==> src/rtl/cdc_hs_tx_ctrl_if.sv <==
// Handshake bundle for the cdc_hs_tx_ctrl transmit side.
//   SRC_DATA/SRC_VALID/SRC_READY : local requester word handshake
//   ACK_SYNC                     : destination acknowledge, already synchronized into CLK
//   ERR_CLR                      : clears the timeout error state
//   REQ/TX_DATA                  : registered four-phase request and data toward the destination
//   DONE/BUSY/TIMEOUT_ERR        : status
// Modport master is the environment side (requester + ack source), slave is the controller.
interface cdc_hs_tx_ctrl_if #(
  parameter int unsigned DATA_WIDTH = 8
);
  logic [DATA_WIDTH-1:0] SRC_DATA;
  logic                  SRC_VALID;
  logic                  SRC_READY;
  logic                  ACK_SYNC;
  logic                  ERR_CLR;
  logic                  REQ;
  logic [DATA_WIDTH-1:0] TX_DATA;
  logic                  DONE;
  logic                  BUSY;
  logic                  TIMEOUT_ERR;

  modport master (
    output SRC_DATA, SRC_VALID, ACK_SYNC, ERR_CLR,
    input  SRC_READY, REQ, TX_DATA, DONE, BUSY, TIMEOUT_ERR
  );

  modport slave (
    input  SRC_DATA, SRC_VALID, ACK_SYNC, ERR_CLR,
    output SRC_READY, REQ, TX_DATA, DONE, BUSY, TIMEOUT_ERR
  );
endinterface

==> src/rtl/cdc_hs_tx_ctrl.sv <==
// Four-phase request/acknowledge transmit controller for a clock-domain crossing.
// Accepts one word from a local requester, presents it on a registered TX_DATA bus with REQ,
// waits for ACK_SYNC to rise then fall, and pulses DONE. Each handshake phase is bounded by
// TIMEOUT_CYCLES (0 = unbounded); expiry parks the FSM in an error state until ERR_CLR.
// Ports:
//   CLK  - block clock, rising edge
//   RST  - asynchronous active-high reset
//   bus  - cdc_hs_tx_ctrl_if.slave (SRC_*, ACK_SYNC, ERR_CLR in; REQ, TX_DATA, status out)
module cdc_hs_tx_ctrl #(
  parameter int unsigned DATA_WIDTH     = 8,
  parameter int unsigned TIMEOUT_CYCLES = 255
) (
  input  logic                   CLK,
  input  logic                   RST,
  cdc_hs_tx_ctrl_if.slave        bus
);

  localparam bit          TimeoutEn = (TIMEOUT_CYCLES != 0);
  localparam int unsigned CntW      = TimeoutEn ? $clog2(TIMEOUT_CYCLES + 1) : 1;
  localparam logic [CntW-1:0] CntLast = TimeoutEn ? CntW'(TIMEOUT_CYCLES - 1) : '0;

  typedef enum logic [1:0] {
    StIdle,
    StReqHi,
    StReqLo,
    StErr
  } state_e;

  state_e                state_q, state_d;
  logic                  req_q, req_d;
  logic [DATA_WIDTH-1:0] tx_data_q, tx_data_d;
  logic                  done_q, done_d;
  logic [CntW-1:0]       cnt_q, cnt_d;
  logic                  accept;
  logic                  expired;

  // A stale-high ack from a previous transfer must drain before a new word is taken.
  assign bus.SRC_READY   = (state_q == StIdle) && !bus.ACK_SYNC;
  assign accept          = bus.SRC_VALID && bus.SRC_READY;
  assign expired         = TimeoutEn && (cnt_q == CntLast);

  assign bus.REQ         = req_q;
  assign bus.TX_DATA     = tx_data_q;
  assign bus.DONE        = done_q;
  assign bus.BUSY        = (state_q != StIdle);
  assign bus.TIMEOUT_ERR = (state_q == StErr);

  always_comb begin
    state_d   = state_q;
    req_d     = req_q;
    tx_data_d = tx_data_q;
    done_d    = 1'b0;
    // Any phase change clears the counter; staying in a phase increments it below.
    cnt_d     = '0;
    unique case (state_q)
      StIdle: begin
        if (accept) begin
          tx_data_d = bus.SRC_DATA;
          req_d     = 1'b1;
          state_d   = StReqHi;
        end
      end
      StReqHi: begin
        // Ack is tested first so it wins over a same-cycle expiry.
        if (bus.ACK_SYNC) begin
          req_d   = 1'b0;
          state_d = StReqLo;
        end else if (expired) begin
          req_d   = 1'b0;
          state_d = StErr;
        end else begin
          cnt_d = TimeoutEn ? cnt_q + 1'b1 : '0;
        end
      end
      StReqLo: begin
        if (!bus.ACK_SYNC) begin
          done_d  = 1'b1;
          state_d = StIdle;
        end else if (expired) begin
          req_d   = 1'b0;
          state_d = StErr;
        end else begin
          cnt_d = TimeoutEn ? cnt_q + 1'b1 : '0;
        end
      end
      StErr: begin
        if (bus.ERR_CLR && !bus.ACK_SYNC) begin
          state_d = StIdle;
        end
      end
      default: state_d = StIdle;
    endcase
  end

  always_ff @(posedge CLK or posedge RST) begin
    if (RST) begin
      state_q   <= StIdle;
      req_q     <= 1'b0;
      tx_data_q <= '0;
      done_q    <= 1'b0;
      cnt_q     <= '0;
    end else begin
      state_q   <= state_d;
      req_q     <= req_d;
      tx_data_q <= tx_data_d;
      done_q    <= done_d;
      cnt_q     <= cnt_d;
    end
  end

endmodule

==> src/flat_wrapper.sv <==
// flat-port wrapper written by rule: the top's interface ports become plain ports
module cdc_hs_tx_ctrl_flat 
#(
  parameter int unsigned DATA_WIDTH     = 8,
  parameter int unsigned TIMEOUT_CYCLES = 255
)
  (CLK, RST, bus_SRC_DATA, bus_SRC_VALID, bus_ACK_SYNC, bus_ERR_CLR, bus_SRC_READY, bus_REQ, bus_TX_DATA, bus_DONE, bus_BUSY, bus_TIMEOUT_ERR);
  cdc_hs_tx_ctrl_if #(.DATA_WIDTH(DATA_WIDTH)) bus_i ();
  input  logic CLK;
  input  logic RST;
  input wire logic [$bits(bus_i.SRC_DATA)-1:0] bus_SRC_DATA;
  input wire logic [$bits(bus_i.SRC_VALID)-1:0] bus_SRC_VALID;
  input wire logic [$bits(bus_i.ACK_SYNC)-1:0] bus_ACK_SYNC;
  input wire logic [$bits(bus_i.ERR_CLR)-1:0] bus_ERR_CLR;
  output wire logic [$bits(bus_i.SRC_READY)-1:0] bus_SRC_READY;
  output wire logic [$bits(bus_i.REQ)-1:0] bus_REQ;
  output wire logic [$bits(bus_i.TX_DATA)-1:0] bus_TX_DATA;
  output wire logic [$bits(bus_i.DONE)-1:0] bus_DONE;
  output wire logic [$bits(bus_i.BUSY)-1:0] bus_BUSY;
  output wire logic [$bits(bus_i.TIMEOUT_ERR)-1:0] bus_TIMEOUT_ERR;
  assign bus_i.SRC_DATA = bus_SRC_DATA;
  assign bus_i.SRC_VALID = bus_SRC_VALID;
  assign bus_i.ACK_SYNC = bus_ACK_SYNC;
  assign bus_i.ERR_CLR = bus_ERR_CLR;
  assign bus_SRC_READY = bus_i.SRC_READY;
  assign bus_REQ = bus_i.REQ;
  assign bus_TX_DATA = bus_i.TX_DATA;
  assign bus_DONE = bus_i.DONE;
  assign bus_BUSY = bus_i.BUSY;
  assign bus_TIMEOUT_ERR = bus_i.TIMEOUT_ERR;
  cdc_hs_tx_ctrl #(.DATA_WIDTH(DATA_WIDTH), .TIMEOUT_CYCLES(TIMEOUT_CYCLES)) u_core (.CLK(CLK), .RST(RST), .bus(bus_i));
endmodule
==> config.mk <==
export PLATFORM = sky130hd
export DESIGN_NAME = cdc_hs_tx_ctrl_flat
export DESIGN_NICKNAME = d
export VERILOG_FILES = /design/src/rtl/cdc_hs_tx_ctrl_if.sv /design/src/rtl/cdc_hs_tx_ctrl.sv /design/src/flat_wrapper.sv
export SDC_FILE = /design/constraint.sdc
export NUM_CORES = 1
export LEC_CHECK = 0
export BUFFER_PORTS_ARGS = -buffer_cell sky130_fd_sc_hd__buf_2
export CAP_MARGIN = 20
export CELL_PAD_IN_SITES_DETAIL_PLACEMENT = 1
export CELL_PAD_IN_SITES_GLOBAL_PLACEMENT = 2
export CORE_AREA = 2 2 71 73
export DETAILED_ROUTE_END_ITERATION = 10
export DIE_AREA = 0 0 73 75
export HOLD_SLACK_MARGIN = 0.06
export PLACE_DENSITY = 0.6
export SLEW_MARGIN = 5
export SYNTH_ARGS = -nofsm -noshare
export SYNTH_HDL_FRONTEND = slang
export SYNTH_SLANG_ARGS = --single-unit
==> constraint.sdc <==
create_clock -name CLK -period 2.6 [get_ports CLK]
set_input_delay 0.52 -clock CLK [delete_from_list [all_inputs] [get_ports CLK]]
set_output_delay 0.52 -clock CLK [all_outputs]
set_load 0.01 [all_outputs]
==> results by group <==
Clocking
  • Post-CTS sizing: 0
  • CTS Sinks: 20
  • Clock Latency Late Sink: 0.25 ns
  • CTS tree: built
  • Longest Clk Path Bufs: 2
  • H-tree levels: 1
  • CTS buffer count: 3
  • Clock Pin Slew Worst Setup and Hold Paths: 0.08 ns
  • Post-CTS setup repair buffer count: 0
  • Root buf cell: clkbuf_8
  • Cts hold-fix bufs: 0

Global route
  • Largest net degree at the start of global routing: 21
  • First-pass GRT wire length: 4.41 mm
  • Initial antenna violation count: 0
  • Gr ovfl total: 0
  • Global Route Usage Sum: 10.4%
  • Vias in the first global route: 892

Yosys
  • Syn Inst Count: 98
  • Adder-Cell Fraction of Synth Area: 7.73%
  • Synth area leader: dfrtp_1
  • Top cells by area, synth: dfrtp_1 44%, mux2_4 12%, ha_1 7.7%
  • #FFs+latches synth: 20
  • Synth cell types: 36
  • Largest family of logic cells by synthesized area: simple AND/OR/NAND/NOR gates
  • Synth Area in Compound Gates: 13.8%
  • Share of the synthesized area in the top cell type: 44.2%
  • Yosys warns: 0
  • Simple-Gate Fraction of Synth Area: 17.8%
  • Share of flip-flops with an asynchronous set or reset: 100%
  • Register area share after synthesis: 44.2%
  • XOR/XNOR Fraction of Synth Area: 1.55%
  • Mux share of post-synthesis cell area: 11.9%
  • Synth Flop Type: dfrtp_1
  • EDFF count, synth: 0
  • Count leader, synth: dfrtp_1
  • Top post-synthesis cells by count: 20 x dfrtp_1, 9 x mux2_4, 7 x ha_1, 6 x inv_1
  • Syn nets: 118
  • Mean Syn Cell Area: 11.6 µm²
  • Synthesized area: 1130 µm²

Critical path
  • Data required, critical path: 2.08 ns
  • Worst setup path start: u_core.state_q[0]
  • Worst setup SP type: flop
  • WP data arrival: 1.43 ns
  • Critical Path End Type: primary output
  • Slowest stage delay, CP: 0.43 ns
  • Worst r2r src: u_core.state_q[0]
  • R2R cell count: 5
  • Kind of critical path: reg2out
  • CP Cell Sequence: inv_1 -> ha_1 -> nor2b_4 -> buf_2
  • Worst-path fanout max: 6
  • Critical path's slowest cell: dfrtp_1

Timing
  • Crit share post-route: 74.9%
  • Worst Tran Pin Value: 0.815 ns
  • Rel. slew slack: 45.6%
  • Worst Hold Slack: 0.411 ns
  • Clock skew: 0.00633 ns
  • Final Slew Violations: 0
  • Setup-failing EPs final: 0
  • Max Clk Rate: 514 MHz
  • Final hold vios: 0
  • Final min period: 1.95 ns
  • RSZ-0062 raised after global routing: false
  • Setup TNS: 0 ns

Pwr
  • Max rail drop VDD: 0.424 mV
  • Leakage power: 0.643 nW
  • Pwr dens: 989 nW/µm²

Flow run
  • Number of max-cap violations: 0

Layout
  • # diodes: 0
  • Layout Cells excl Fill: 179
  • Post-layout util: 29.1%
  • NumNets Final: 147
  • Layout cells sized above 1: 34.4%
  • Synthesis-to-layout area growth: 19.7%
  • Final Instance Area: 1360 µm²

Place
  • DP HPWL: 1.93 mm
  • # placed instances: 176
  • Gpl congestion: 0.675
  • I/O Buffers: 25
  • Placed inst area: 1310 µm²

Routing
  • Residual DRC: 0
  • Wire length per cell: 14.6 µm
  • Via density: 4.83
  • Detail Route Antenna Nets: 0
  • Via Count: 865
  • Starting DRT DRC Count: 24
  • Overall routed net length: 2.61 mm
  • DRT Pass-1 Iters: 4

Floorplanning
  • Vert. Die Dim: 75 µm
  • Core Area: 4660 µm²
  • Die Width: 73 µm
  • Starting Density: 24.3%
  • Die ar.: 5480 µm²
  • IO Count: 26
  • FP Rows: 25

Status
  • Status: completed

Min path
  • Hold WC Path Type: in2async
cell usage in the layout (no fill, tap or decap), types with 2 or more instances in the layout:
cell / n
nor3_1: 5
inv_1: 6
nand2_1: 3
nor2b_1: 2
mux2_4: 9
nand4_1: 2
a21oi_1: 5
o21ai_0: 4
nand3_1: 3
dfrtp_1: 20
nand2b_1: 3
clkbuf_8: 3
a211oi_1: 2
buf_2: 25
a31oi_1: 3
and3_1: 3
ha_1: 7
per-stage QoR:
stage / worst slack, ns / total power, mW
2_1_floorplan: 1.12 / 0.947
3_3_place_gp: 0.979 / 1.14
3_5_place_dp: 0.931 / 1.15
4_1_cts: 0.637 / 1.36
5_1_grt: 0.537 / 1.47
6_report: 0.654 / 1.34
kinds of logic after synthesis:
kind of cell / count (synthesis)
mux: 9
buf+inv: 7
fa+ha+maj: 7
simple gates: 31
compound gates: 22
xor+xnor: 2
flops: 20
area by class of cell:
class	count	area (µm²)
Multi-Input combinational cell	71	598
Inverter	6	22.5
Clock buffer	3	41.3
Timing Repair Buffer	25	125
Tap cell	54	67.6
Sequential cell	20	500
Fill cell	533	3310
worst max-delay path: cells and delay by family, from the launching register on:
family,cells,cell delay [ns]
flops,1,0.43
simple gates,1,0.21
fa+ha+maj,1,0.26
buf+inv,2,0.27
power by group:
group	internal [mW]	switching, mW
Clock	0.103	0.0993
Combinational	0.328	0.320
Sequential	0.411	0.0790
final timing paths:
check | endpoint | slack, ns
max in group asynchronous | u_core.state_q[0] | 1.68
hold / removal | u_core.cnt_q[1] | 0.41
setup reg to reg | u_core.bus.TX_DATA[4] | 1.01
min in group CLK | u_core.bus.TX_DATA[7] | 0.49
hold reg to reg | u_core.bus.TX_DATA[2] | 0.51
setup / recovery | bus_SRC_READY | 0.65
state kept, by name, summed over array words and instances (netlist names):
signal / cells
u_core.bus.TX_DATA: 8
u_core.cnt_q: 8
u_core.state_q: 2
u_core.bus.DONE: 1
u_core.bus.REQ: 1
routing by layer:
layer / vias to the layer above / wire [µm] / track usage (%)
met3: 2 / 84 / 2.81
met1: 433 / 1270 / 14.5
li1: 418 / - / -
met4: 0 / 17 / 1.85
met5: - / 0 / 0
met2: 12 / 1240 / 16.5
No activity file was read; power rests on OpenSTA's default activity.
